[config.mk]
export PLATFORM = sky130hd
export DESIGN_NAME = mem_port_arbiter_flat
export DESIGN_NICKNAME = d
export VERILOG_FILES = /design/src/rtl/mem_port_arbiter_if.sv /design/src/rtl/mem_port_arbiter.sv /design/src/flat_wrapper.sv
export SDC_FILE = /design/constraint.sdc
export NUM_CORES = 1
export LEC_CHECK = 0
export BUFFER_PORTS_ARGS = -buffer_cell sky130_fd_sc_hd__buf_2
export CORE_AREA = 5 5 104 106
export CTS_BUF_LIST = sky130_fd_sc_hd__clkbuf_4 sky130_fd_sc_hd__clkbuf_8
export CTS_CLUSTER_SIZE = 8
export DETAILED_ROUTE_END_ITERATION = 10
export DIE_AREA = 0 0 109 111
export GPL_TIMING_DRIVEN = 0
export PLACE_DENSITY = 0.78
export RECOVER_POWER = 50
export SYNTH_ARGS = -nofsm -noshare
export SYNTH_HDL_FRONTEND = slang
export SYNTH_SLANG_ARGS = --single-unit
export TNS_END_PERCENT = 50
[constraint.sdc]
create_clock -name clk -period 1.8 [get_ports clk]
set_clock_uncertainty 0.1 [all_clocks]
set_input_delay 0.36 -clock clk [delete_from_list [all_inputs] [get_ports clk]]
set_output_delay 0.36 -clock clk [all_outputs]
set_load 0.03 [all_outputs]
[src/rtl/mem_port_arbiter_if.sv]
// Signal bundle between the two CPU requesters, the shared memory port and the arbiter.
// The arbiter takes the master modport; the requesters and memory model take the slave side.
interface mem_port_arbiter_if #(
    parameter int ADDR_W = 32,
    parameter int DATA_W = 32
);
    logic              a_req;
    logic [ADDR_W-1:0] a_addr;
    logic              a_done;

    logic              b_req;
    logic              b_we;
    logic [ADDR_W-1:0] b_addr;
    logic [DATA_W-1:0] b_wdata;
    logic              b_done;

    logic [DATA_W-1:0] rdata;
    logic              err;
    logic              sel;

    logic              mem_req;
    logic              mem_we;
    logic [ADDR_W-1:0] mem_addr;
    logic [DATA_W-1:0] mem_wdata;
    logic              mem_ack;
    logic [DATA_W-1:0] mem_rdata;

    modport master (
        input  a_req, a_addr, b_req, b_we, b_addr, b_wdata, mem_ack, mem_rdata,
        output a_done, b_done, rdata, err, sel, mem_req, mem_we, mem_addr, mem_wdata
    );

    modport slave (
        output a_req, a_addr, b_req, b_we, b_addr, b_wdata, mem_ack, mem_rdata,
        input  a_done, b_done, rdata, err, sel, mem_req, mem_we, mem_addr, mem_wdata
    );
endinterface

[src/rtl/mem_port_arbiter.sv]
// Round-robin arbiter sharing one memory port between instruction fetch (A) and data (B),
// with a watchdog that aborts accesses the memory never acknowledges.
module mem_port_arbiter #(
    parameter int ADDR_W  = 32,
    parameter int DATA_W  = 32,
    parameter int TIMEOUT = 16
) (
    input  logic               clk,
    input  logic               rst_n,
    mem_port_arbiter_if.master bus
);
    localparam int                WDOG_W    = (TIMEOUT > 1) ? $clog2(TIMEOUT) : 1;
    localparam logic [WDOG_W-1:0] WDOG_LAST = WDOG_W'(TIMEOUT - 1);

    typedef enum logic [1:0] {IDLE, ACCESS, RESP} state_t;

    state_t            state;
    logic [WDOG_W-1:0] wdog;

    logic              grant_any;
    logic              grant_b;
    logic              grant_we;
    logic [ADDR_W-1:0] grant_addr;
    logic [DATA_W-1:0] grant_wdata;

    always_comb begin
        grant_any   = bus.a_req | bus.b_req;
        // sel is never changed outside a grant, so it doubles as last_grant (reset value = A).
        grant_b     = bus.b_req & (~bus.a_req | ~bus.sel);
        grant_we    = grant_b & bus.b_we;
        grant_addr  = grant_b ? bus.b_addr : bus.a_addr;
        grant_wdata = grant_b ? bus.b_wdata : '0;
    end

    // NOTE: all state and output registers use <= so every branch reads pre-edge values.
    always_ff @(posedge clk or negedge rst_n) begin
        if (!rst_n) begin
            state         <= IDLE;
            wdog          <= '0;
            bus.a_done    <= 1'b0;
            bus.b_done    <= 1'b0;
            bus.rdata     <= '0;
            bus.err       <= 1'b0;
            bus.sel       <= 1'b0;
            bus.mem_req   <= 1'b0;
            bus.mem_we    <= 1'b0;
            bus.mem_addr  <= '0;
            bus.mem_wdata <= '0;
        end else begin
            case (state)
                IDLE: begin
                    if (grant_any) begin
                        bus.sel       <= grant_b;
                        bus.mem_addr  <= grant_addr;
                        bus.mem_we    <= grant_we;
                        bus.mem_wdata <= grant_wdata;
                        bus.mem_req   <= 1'b1;
                        wdog          <= '0;
                        state         <= ACCESS;
                    end
                end

                ACCESS: begin
                    wdog <= wdog + WDOG_W'(1);
                    // An ack arriving on the final watchdog cycle still completes normally.
                    if (bus.mem_ack) begin
                        bus.rdata   <= bus.mem_we ? '0 : bus.mem_rdata;
                        bus.mem_req <= 1'b0;
                        bus.a_done  <= ~bus.sel;
                        bus.b_done  <= bus.sel;
                        state       <= RESP;
                    end else if (wdog == WDOG_LAST) begin
                        bus.rdata   <= '0;
                        bus.err     <= 1'b1;
                        bus.mem_req <= 1'b0;
                        bus.a_done  <= ~bus.sel;
                        bus.b_done  <= bus.sel;
                        state       <= RESP;
                    end
                end

                RESP: begin
                    bus.a_done <= 1'b0;
                    bus.b_done <= 1'b0;
                    bus.err    <= 1'b0;
                    state      <= IDLE;
                end

                default: state <= IDLE;
            endcase
        end
    end
endmodule
[src/flat_wrapper.sv]
// flat-port wrapper written by rule: the top's interface ports become plain ports
module mem_port_arbiter_flat 
#(
    parameter int ADDR_W  = 32,
    parameter int DATA_W  = 32,
    parameter int TIMEOUT = 16
)
  (clk, rst_n, bus_a_req, bus_a_addr, bus_b_req, bus_b_we, bus_b_addr, bus_b_wdata, bus_mem_ack, bus_mem_rdata, bus_a_done, bus_b_done, bus_rdata, bus_err, bus_sel, bus_mem_req, bus_mem_we, bus_mem_addr, bus_mem_wdata);
  mem_port_arbiter_if #(.ADDR_W(ADDR_W), .DATA_W(DATA_W)) bus_i ();
  input  logic clk;
  input  logic rst_n;
  input wire logic [$bits(bus_i.a_req)-1:0] bus_a_req;
  input wire logic [$bits(bus_i.a_addr)-1:0] bus_a_addr;
  input wire logic [$bits(bus_i.b_req)-1:0] bus_b_req;
  input wire logic [$bits(bus_i.b_we)-1:0] bus_b_we;
  input wire logic [$bits(bus_i.b_addr)-1:0] bus_b_addr;
  input wire logic [$bits(bus_i.b_wdata)-1:0] bus_b_wdata;
  input wire logic [$bits(bus_i.mem_ack)-1:0] bus_mem_ack;
  input wire logic [$bits(bus_i.mem_rdata)-1:0] bus_mem_rdata;
  output wire logic [$bits(bus_i.a_done)-1:0] bus_a_done;
  output wire logic [$bits(bus_i.b_done)-1:0] bus_b_done;
  output wire logic [$bits(bus_i.rdata)-1:0] bus_rdata;
  output wire logic [$bits(bus_i.err)-1:0] bus_err;
  output wire logic [$bits(bus_i.sel)-1:0] bus_sel;
  output wire logic [$bits(bus_i.mem_req)-1:0] bus_mem_req;
  output wire logic [$bits(bus_i.mem_we)-1:0] bus_mem_we;
  output wire logic [$bits(bus_i.mem_addr)-1:0] bus_mem_addr;
  output wire logic [$bits(bus_i.mem_wdata)-1:0] bus_mem_wdata;
  assign bus_i.a_req = bus_a_req;
  assign bus_i.a_addr = bus_a_addr;
  assign bus_i.b_req = bus_b_req;
  assign bus_i.b_we = bus_b_we;
  assign bus_i.b_addr = bus_b_addr;
  assign bus_i.b_wdata = bus_b_wdata;
  assign bus_i.mem_ack = bus_mem_ack;
  assign bus_i.mem_rdata = bus_mem_rdata;
  assign bus_a_done = bus_i.a_done;
  assign bus_b_done = bus_i.b_done;
  assign bus_rdata = bus_i.rdata;
  assign bus_err = bus_i.err;
  assign bus_sel = bus_i.sel;
  assign bus_mem_req = bus_i.mem_req;
  assign bus_mem_we = bus_i.mem_we;
  assign bus_mem_addr = bus_i.mem_addr;
  assign bus_mem_wdata = bus_i.mem_wdata;
  mem_port_arbiter #(.ADDR_W(ADDR_W), .DATA_W(DATA_W), .TIMEOUT(TIMEOUT)) u_core (.clk(clk), .rst_n(rst_n), .bus(bus_i));
endmodule
; ---- Yosys cells after proc, flatten, opt, wreduce, memory -nomap -nowiden
; Cells that the tools add are included.
[op_classes]
add_sub_neg = 1
eq_ne = 7
muxes = 24
n_bitwise = 6
reduce_logical = 11
[op_table]
columns = cell, count
row1 = $mux W32, 5
row2 = $reduce_and A2 Y1, 5
row3 = $mux W1, 9
row4 = $pmux W1 S2, 4
row5 = $pmux W4 S2, 1
row6 = $mux W2, 3
row7 = $reduce_and A3 Y1, 2
row8 = $reduce_bool A2 Y1, 3
row9 = $add A4 B1 Y4 const B, 1
row10 = $eq A4 B4 Y1 const B, 1
row11 = $mux W4, 1
row12 = $ne A2 B1 Y1 const B, 2
row13 = $pmux W2 S2, 1
row14 = $ne A3 B2 Y1 const B, 1
row15 = $and A1 B1 Y1, 2
row16 = $eq A2 B1 Y1 const B, 1
row17 = $eq A2 B2 Y1 const B, 1
row18 = $logic_not A2 Y1, 1
row19 = $ne A2 B2 Y1 const B, 1
row20 = $not A1 Y1, 2
row21 = $or A1 B1 Y1, 2
[totals]
reg_bits = 108
elab_cells = 60
output_inout_bits = 102
input_bits = 134

; ---- Logic depth before layout (Yosys ltp)
; Gate-level depths: netlist of run 1.
[logic_depth]
word_depth = 4
mapped_depth = 7
ltp_nobuf = 5

; ---- Worst setup path after synthesis of run 1
; No wires, ideal clock.
[synth_path]
kind = register -> register
from = register u_core.state[0]
to = register u_core.wdog[1]
path_stages_with_launch = 5
arrival_ns = 1.457
slack_ns = 0.122
n_path_buf = 0
synth_period_minus_slack_ns = 1.678
setup_time_ns = 0.122
required_time_ns = 1.578
path_cell_list = dfrtp_1 > inv_1 > ha_1 > or3b_2 > a32o_1
[synth_between]
elab_chain_cells = 3
elab_cells_between_ends = 6
classes_between = eq/ne (2) / mux (1) / reduce/logical (3)
[synth_lines]
columns = item, line_no
row1 = "start, declared", mem_port_arbiter.sv:17  ; state_t state;
row2 = "start signal, assigned", mem_port_arbiter.sv:38  ; state <= IDLE;
row3 = "start signal, assigned", mem_port_arbiter.sv:59  ; state <= ACCESS;
row4 = "start signal, assigned", mem_port_arbiter.sv:71  ; state <= RESP;
row5 = $logic_not A2 Y1 or $eq A2 B1 Y1 (tied branches), mem_port_arbiter.sv:50  ; case (state)
row6 = $ne A2 B1 Y1 (no line) or $reduce_bool A2 Y1 (tied branches), -
row7 = $reduce_and A2 Y1 (no line), -
row8 = "end signal, assigned", mem_port_arbiter.sv:64  ; wdog <= wdog + WDOG_W'(1);
row9 = "end, declared", mem_port_arbiter.sv:18  ; logic [WDOG_W-1:0] wdog;
; Parallel ways exist; a longest one is shown, timed or not.
; A chain may end at the register's enable or synchronous reset.

; ---- Worst setup path after layout of run 1
; Ends and elaborated chain as after synthesis.

==> results by group, run 1 <==
Routing
  • Detail Route Antenna Nets: 0
  • Wire per inst: ~17 um
  • DRC: 0
  • Final WL: 12.37 mm
  • Number of DRC markers in iteration 0: approximately 140
  • Vias: approximately 3700
  • Drt pass-1 iters: 4
  • Via density: 5.108

Clock network
  • Clk pin slew, worst setup/hold paths: ~0.1 ns
  • CTS Buf Count: 9
  • Clock Sinks: roughly 110
  • Max H-tree Level: 3
  • Root buffer cell: clkbuf_8
  • Maximum root-to-sink buffer count: 2
  • TritonCTS clock tree: yes
  • Post-CTS Setup Inserts: 0
  • Clock Latency Late Sink: between 0.3 and 0.4 ns

Critical path
  • WP buf/inv: 1
  • Worst Setup Path Type: register to register
  • Setup crit end kind: register
  • Critical R2R Capture: u_core.wdog[1]
  • Crit-path slowest cell: or3b_2
  • FF-to-FF path depth: 4
  • Worst path max stage delay: between 0.5 and 0.6 ns
  • Arr. time, crit path: 1.88 ns
  • CP top delay family: simple AND/OR/NAND/NOR gates
  • Reg2reg start: u_core.state[0]
  • Critical Path RT: a little under 2 ns
  • CP max FO: 7
  • Reg-to-reg setup timing slack: between 0.07 and 0.08 ns
  • CP Cell Sequence: inv_2 > ha_4 > or3b_2 > a32o_1
  • Crit start category: register

Cells and area
  • Fin area: around 0.006 mm^2
  • Ant. Diodes: 0
  • Share of cells above drive strength 1: a little under a third
  • P&R area growth vs syn: 34.93%
  • Fin nets: 730

Placed design
  • Dpl hpwl: about 9.6 mm
  • Port-buffer cells: roughly 240
  • Cell area after placement: between 0.005 and 0.006 mm^2
  • Final GP Congestion: approximately 0.79

Global routing
  • Number of global-route vias before repair: about 3900
  • Pin count of the biggest net entering global routing: between 50 and 60
  • First-pass GRT wire length: roughly 19 mm
  • Overflow after GRT: 0
  • Gr usage total: 20.23%
  • Initial antenna violation count: 0

Worst hold path
  • Hold Path Class: input pin to register
  • Worst Hold Path EP: u_core.bus.mem_wdata[25]
  • Hold path depth: 2
  • Worst hold start: bus_b_wdata[25]

Pwr
  • Static leakage: 2.945 nW
  • Worst vdd ir: around 0.86 mV
  • Pwr per Cell Area: ~1900 mW/mm^2

Timing
  • Worst slew margin: 49.73%
  • Period utilisation layout: between 90% and 100%
  • FMAX: 579.2 MHz
  • Final hold vios: 0
  • Slew @ Worst Pin: 0.7540 ns
  • Final-report setup violation count: 0
  • Tmin final: 1.727 ns
  • Slew Viols, Final: 0
  • RSZ-0062 raised after global routing: no
  • Setup TNS: 0 ns
  • Hold slack: around 0.10 ns

Floorplanning
  • # rows: 36
  • DIE AREA: roughly 0.012 mm^2
  • DIE HEIGHT: 111 um
  • Initial cell density of the core: a little under half
  • IO Count: ~240
  • Core box area: about 0.0097 mm^2
  • Die width: 109 um

Synthesis
  • Async set-reset flop share out of synthesis: 100.0%
  • Mapped Cells: roughly 340
  • Mapped Nets: 482
  • Post-synthesis sequential area ratio: 61.43%
  • Post-synth EDFFs: 0
  • Primary FF master, synth: dfrtp_1
  • Synth Warn #: 0
  • Yosys reg bits: ~110
  • Synth Area per Inst: 12.83 um^2
  • Post-Syn Area: about 0.0044 mm^2
  • Synth unique cells: 35

Run
  • MaxCap Viol Count: 0

Status
  • Outcome: completed
## layer usage
| metal | up-vias | part of all wire (%) | global-route usage [%] |
|---|---|---|---|
| li1 | 1751 | - | - |
| met1 | 1788 | 41 | 24.74 |
| met2 | 158 | 49 | 34.44 |
| met3 | 27 | 7.0 | 4.135 |
| met4 | 0 | 2.8 | 8.165 |
| met5 | - | 0 | 0 |
## sequential cells by signal, indices dropped and copies added (netlist names)
register,flops
u_core.bus.a_done,1
u_core.bus.err,1
u_core.bus.mem_we,1
u_core.bus.mem_wdata,32
u_core.bus.rdata,32
u_core.state,2
u_core.bus.b_done,1
u_core.bus.sel,1
u_core.bus.mem_req,1
u_core.bus.mem_addr,32
u_core.wdog,4
## how the worst max path moves through the flow
stage	startpoint	cells after the start	slack, ns	endpoint
after floorplan	u_core.state[0]	4	0.12	u_core.wdog[1]
after global placement	rst_n	1	-0.86	u_core.bus.mem_wdata[11]
after detailed placement	u_core.state[0]	7	-0.14	u_core.bus.mem_addr[5]
after CTS	u_core.state[0]	4	0.0008	u_core.wdog[1]
after global routing	u_core.state[0]	5	0.02	u_core.wdog[3]
final	u_core.state[0]	4	0.07	u_core.wdog[1]
## where the power goes
group          leakage [nW]  switching, W  internal (W)
clock                 0.127      0.000808      0.000963
combinational          1.45       0.00378       0.00170
sequential             1.37      0.000613       0.00347
total                  2.95       0.00520       0.00613
## cells by family after synthesis
family | count (synthesis) | synth area share (%)
AO/OA/AOI/OAI | 116 | 19.80
flip-flops | 108 | 61.43
AND/OR/NAND/NOR | 52 | 5.404
multiplexers | 35 | 8.049
buffers and inverters | 27 | 3.897
adder cells (fa/ha/maj) | 5 | 1.422
## layout by cell type (no fill, tap or decap), types with 2 or more instances in the layout
cell	n
buf_6	9
clkbuf_2	2
mux2_2	3
nor2_1	2
ha_1	3
clkbuf_1	108
bufinv_16	3
a22o_1	65
nand2_1	36
a21oi_1	3
o21ai_0	36
clkbuf_8	10
mux2i_1	32
clkinv_2	2
dfrtp_1	108
inv_2	2
buf_2	140
nand3_1	3
## synthesized netlist by cell type (all sizes together) (3+ instances only)
| cell | count | area, um^2 |
|---|---|---|
| buf | 16 | 130.1 |
| a21oi | 3 | 15.01 |
| nor2 | 3 | 11.26 |
| dfrtp | 108 | 2703 |
| mux2i | 32 | 320.3 |
| nand3 | 3 | 15.01 |
| clkbuf | 9 | 33.78 |
| a22o | 65 | 569.3 |
| mux2 | 3 | 33.78 |
| ha | 5 | 62.56 |
| o21ai | 37 | 188.9 |
| nand2 | 36 | 135.1 |
## per-stage QoR
| stage | cells | worst slack [ns] | total power (W) | utilization, % |
|---|---|---|---|---|
| global route | 729 | 0.02368 | 0.01202 | 61.29 |
| detailed placement | 712 | -0.1446 | 0.009824 | 59.60 |
| floorplan | 343 | 0.1217 | 0.007940 | - |
| CTS | 729 | 0.0007681 | 0.01165 | 62.42 |
| global placement | 711 | -0.8627 | 0.009652 | 59.29 |
| finish | 729 | 0.07343 | 0.01133 | 61.29 |
## timing repair
item                                   4_1_cts  5_1_grt
hold buffers                                 1        0
endpoints found under the hold margin       53        0
resized for setup                            5       11
setup endpoints to repair                   17       90
## final cells by class
class	instances	area, um^2
Buffer	25	172.7
Clock buffer	10	137.6
Clock inverter	6	108.9
Fill cell	882	3749
Inverter	2	7.507
Multi-Input combinational cell	208	1563
Sequential cell	108	2703
Tap cell	133	166.4
Timing Repair Buffer	237	1077
(Power assumes the default switching activity.)
==> run 2, diff against run 1 <==
==> constraint.sdc (replaced) <==
create_clock -name clk -period 1.8 [get_ports clk]
set_clock_uncertainty 0.1 [all_clocks]
set_input_delay 0.18 -clock clk [delete_from_list [all_inputs] [get_ports clk]]
set_output_delay 0.18 -clock clk [all_outputs]
set_load 0.03 [all_outputs]
==> run 2 against run 1 <==
First-iteration DRC count increased by 30%. Worst setup slack improved by 0.0031 ns. Routed wire length up 17%. Critical endpoint unchanged.
==> results by group, run 2 (synthesized netlist as in run 1, its figures left out) <==
Pwr
  • Combinational group share of total power: 49.1% (was 48.4%)
  • Clock network fraction of total power: 15.4% (was 15.6%)
  • Worst vdd ir: 0.9462 mV (was 0.8582 mV)
  • Static leakage: 3.308 nW (was 2.945 nW)
  • Switching Share: 45.99% (was 45.89%)
  • Int Pwr: 0.006257 W (was 0.006133 W)
  • Pwr per Cell Area: 1702 mW/mm^2 (was 1910 mW/mm^2)
  • Switching pwr: 0.005327 W (was 0.005201 W)
  • Reg power frac: 35.5% (was 36.0%)

Clock network
  • TritonCTS clock tree: yes (unchanged)
  • CTS Buf Count: 9 (unchanged)
  • Root buffer cell: clkbuf_8 (unchanged)
  • Post-CTS Setup Inserts: 0 (unchanged)
  • Clk pin slew, worst setup/hold paths: 0.10 ns (about the same)
  • Clock Sinks: 108 (unchanged)
  • Clock Latency Late Sink: 0.36 ns (about the same)
  • Maximum root-to-sink buffer count: 2 (unchanged)
  • Max H-tree Level: 3 (unchanged)

Routing
  • Via density: 5.105 (was 5.108)
  • Vias: 4171 (was 3724)
  • Drt pass-1 iters: 4 (unchanged)
  • Final WL: 14.48 mm (was 12.37 mm)
  • DRC: 0 (unchanged)
  • Number of DRC markers in iteration 0: 175 (was 135)
  • Detail Route Antenna Nets: 0 (unchanged)
  • Wire per inst: 17.72 um (was 16.97 um)

Critical path
  • CP max FO: 7 (unchanged)
  • Worst path max stage delay: 0.51 ns (about the same)
  • Arr. time, crit path: 1.88 ns (about the same)
  • Crit start category: register (unchanged)
  • Setup crit end kind: register (unchanged)
  • CP Cell Sequence: inv_2 > ha_4 > or3b_2 > a32o_1 (unchanged)
  • Worst setup path start: u_core.state[0] (unchanged)
  • Worst Setup Path Type: register to register (unchanged)
  • Reg2reg start: u_core.state[0] (unchanged)
  • Critical Path RT: 1.95 ns (about the same)
  • Crit-path slowest cell: or3b_2 (unchanged)

Timing
  • Slew Viols, Final: 0 (unchanged)
  • FMAX: 580.2 MHz (was 579.2 MHz)
  • Period utilisation layout: 95.75% (was 95.92%)
  • Setup ws final: 0.07651 ns (was 0.07343 ns)
  • Tmin final: 1.723 ns (was 1.727 ns)
  • Worst slew margin: 54.01% (was 49.73%)
  • Final hold vios: 0 (unchanged)
  • Slew @ Worst Pin: 0.6899 ns (was 0.7540 ns)
  • Setup TNS: 0 ns (unchanged)
  • Final-report setup violation count: 0 (unchanged)
  • RSZ-0062 raised after global routing: yes (was no)

Placed design
  • Final GP Congestion: 0.7872 (unchanged)
  • Port-buffer cells: 235 (unchanged)
  • Dpl hpwl: 9.559 mm (unchanged)
  • DP Worst Slack: -0.1446 ns (unchanged)

Floorplanning
  • IO Count: 236 (unchanged)
  • Core box area: 0.009684 mm^2 (unchanged)
  • Initial cell density of the core: 45.43% (unchanged)
  • DIE HEIGHT: 111 um (unchanged)
  • Die width: 109 um (unchanged)
  • # rows: 36 (unchanged)
  • DIE AREA: 0.01210 mm^2 (unchanged)

Cells and area
  • Share of cells above drive strength 1: 27.09% (was 31.21%)
  • P&R area growth vs syn: 54.69% (was 34.93%)
  • Fin nets: 817 (was 730)
  • Final Util: 70.27% (was 61.29%)
  • Largest regs: u_core.bus.mem_addr: 32 flops, u_core.bus.mem_wdata: 32 flops, u_core.bus.rdata: 32 flops (unchanged)
  • Most frequent cells in the layout: buf_2 (139), clkbuf_1 (108), dfrtp_1 (108) (was buf_2 (140), clkbuf_1 (108), dfrtp_1 (108))
  • Most common cell after layout, fill and taps aside: buf_2 (unchanged)

Global routing
  • Initial antenna violation count: 1 (was 0)
  • First-pass GRT wire length: 22.78 mm (was 19.29 mm)
  • Pin count of the biggest net entering global routing: 56 (unchanged)
  • Gr usage total: 24.06% (was 20.23%)
  • Number of global-route vias before repair: 4576 (was 3894)
  • Overflow after GRT: 0 (unchanged)

Status
  • Outcome: completed (unchanged)

Worst hold path
  • Worst hold start: bus_a_addr[24] (was bus_b_wdata[25])
  • Hold Path Class: input pin to register (unchanged)

Run
  • MaxCap Viol Count: 0 (unchanged)
run 2: worst paths after layout:
kind                            slack, ns                      end  cells past startpoint
worst max-delay path                 0.08           u_core.wdog[1]                      4
worst min-delay path                0.008  u_core.bus.mem_addr[24]                      3
worst max register to register       0.08           u_core.wdog[1]                      4
worst min register to register       0.39   u_core.bus.mem_addr[9]                      2
max in group asynchronous            0.39  u_core.bus.mem_wdata[3]                      3
min in group asynchronous            0.29   u_core.bus.mem_addr[0]                      2
run 2: critical path, delay by kind of cell (launching register included):
kind                       cells  cell delay (ns)
adders and majority gates      1             0.19
and+or+nand+nor                1             0.51
DFF                            1             0.43
buffers and inverters          1             0.11
AOI/OAI and AO/OA              1             0.28
run 2: routing by layer:
| layer | wire length, um | GRT usage [%] |
|---|---|---|
| met5 | 0 | 0 |
| met4 | 552 | 11.62 |
| met3 | 1021 | 5.533 |
| met2 | 7303 | 41.93 |
| met1 | 5598 | 27.24 |
run 2: what timing repair did:
item | 4_1_cts | 5_1_grt
hold endpoints to repair | 133 | 0
setup endpoints to repair | 17 | 92
gates resized for setup | 5 | 11
hold buffers | 88 | 0
run 2: layout make-up:
type	count	area, um^2
Multi-Input combinational cell	208	1560
Sequential cell	108	2703
Clock buffer	10	137.6
Antenna cell	1	2.502
Clock inverter	6	108.9
Timing Repair Buffer	324	1944
Fill cell	750	2879
Inverter	2	7.507
Buffer	25	175.2
Tap cell	133	166.4
run 2: through the flow:
step                power [W]  std cells  cell area, um^2  hold slack, ns
global route          0.01225        817             6805       0.0007836
global placement     0.009652        711             5742          0.2964
floorplan            0.007940        343             4399         -0.2156
CTS                   0.01179        816             6915      0.00005621
detailed placement   0.009824        712             5772          0.1734
finish                0.01158        817             6805        0.007825
run 2: power groups by stage:
stage                     Combinational, W  Clock [W]  Sequential (W)
after floorplan                    0.00194          0         0.00600
after global placement             0.00563          0         0.00402
after detailed placement           0.00575          0         0.00407
after CTS                          0.00593    0.00182         0.00405
after global routing               0.00610    0.00192         0.00423
final                              0.00569    0.00178         0.00412
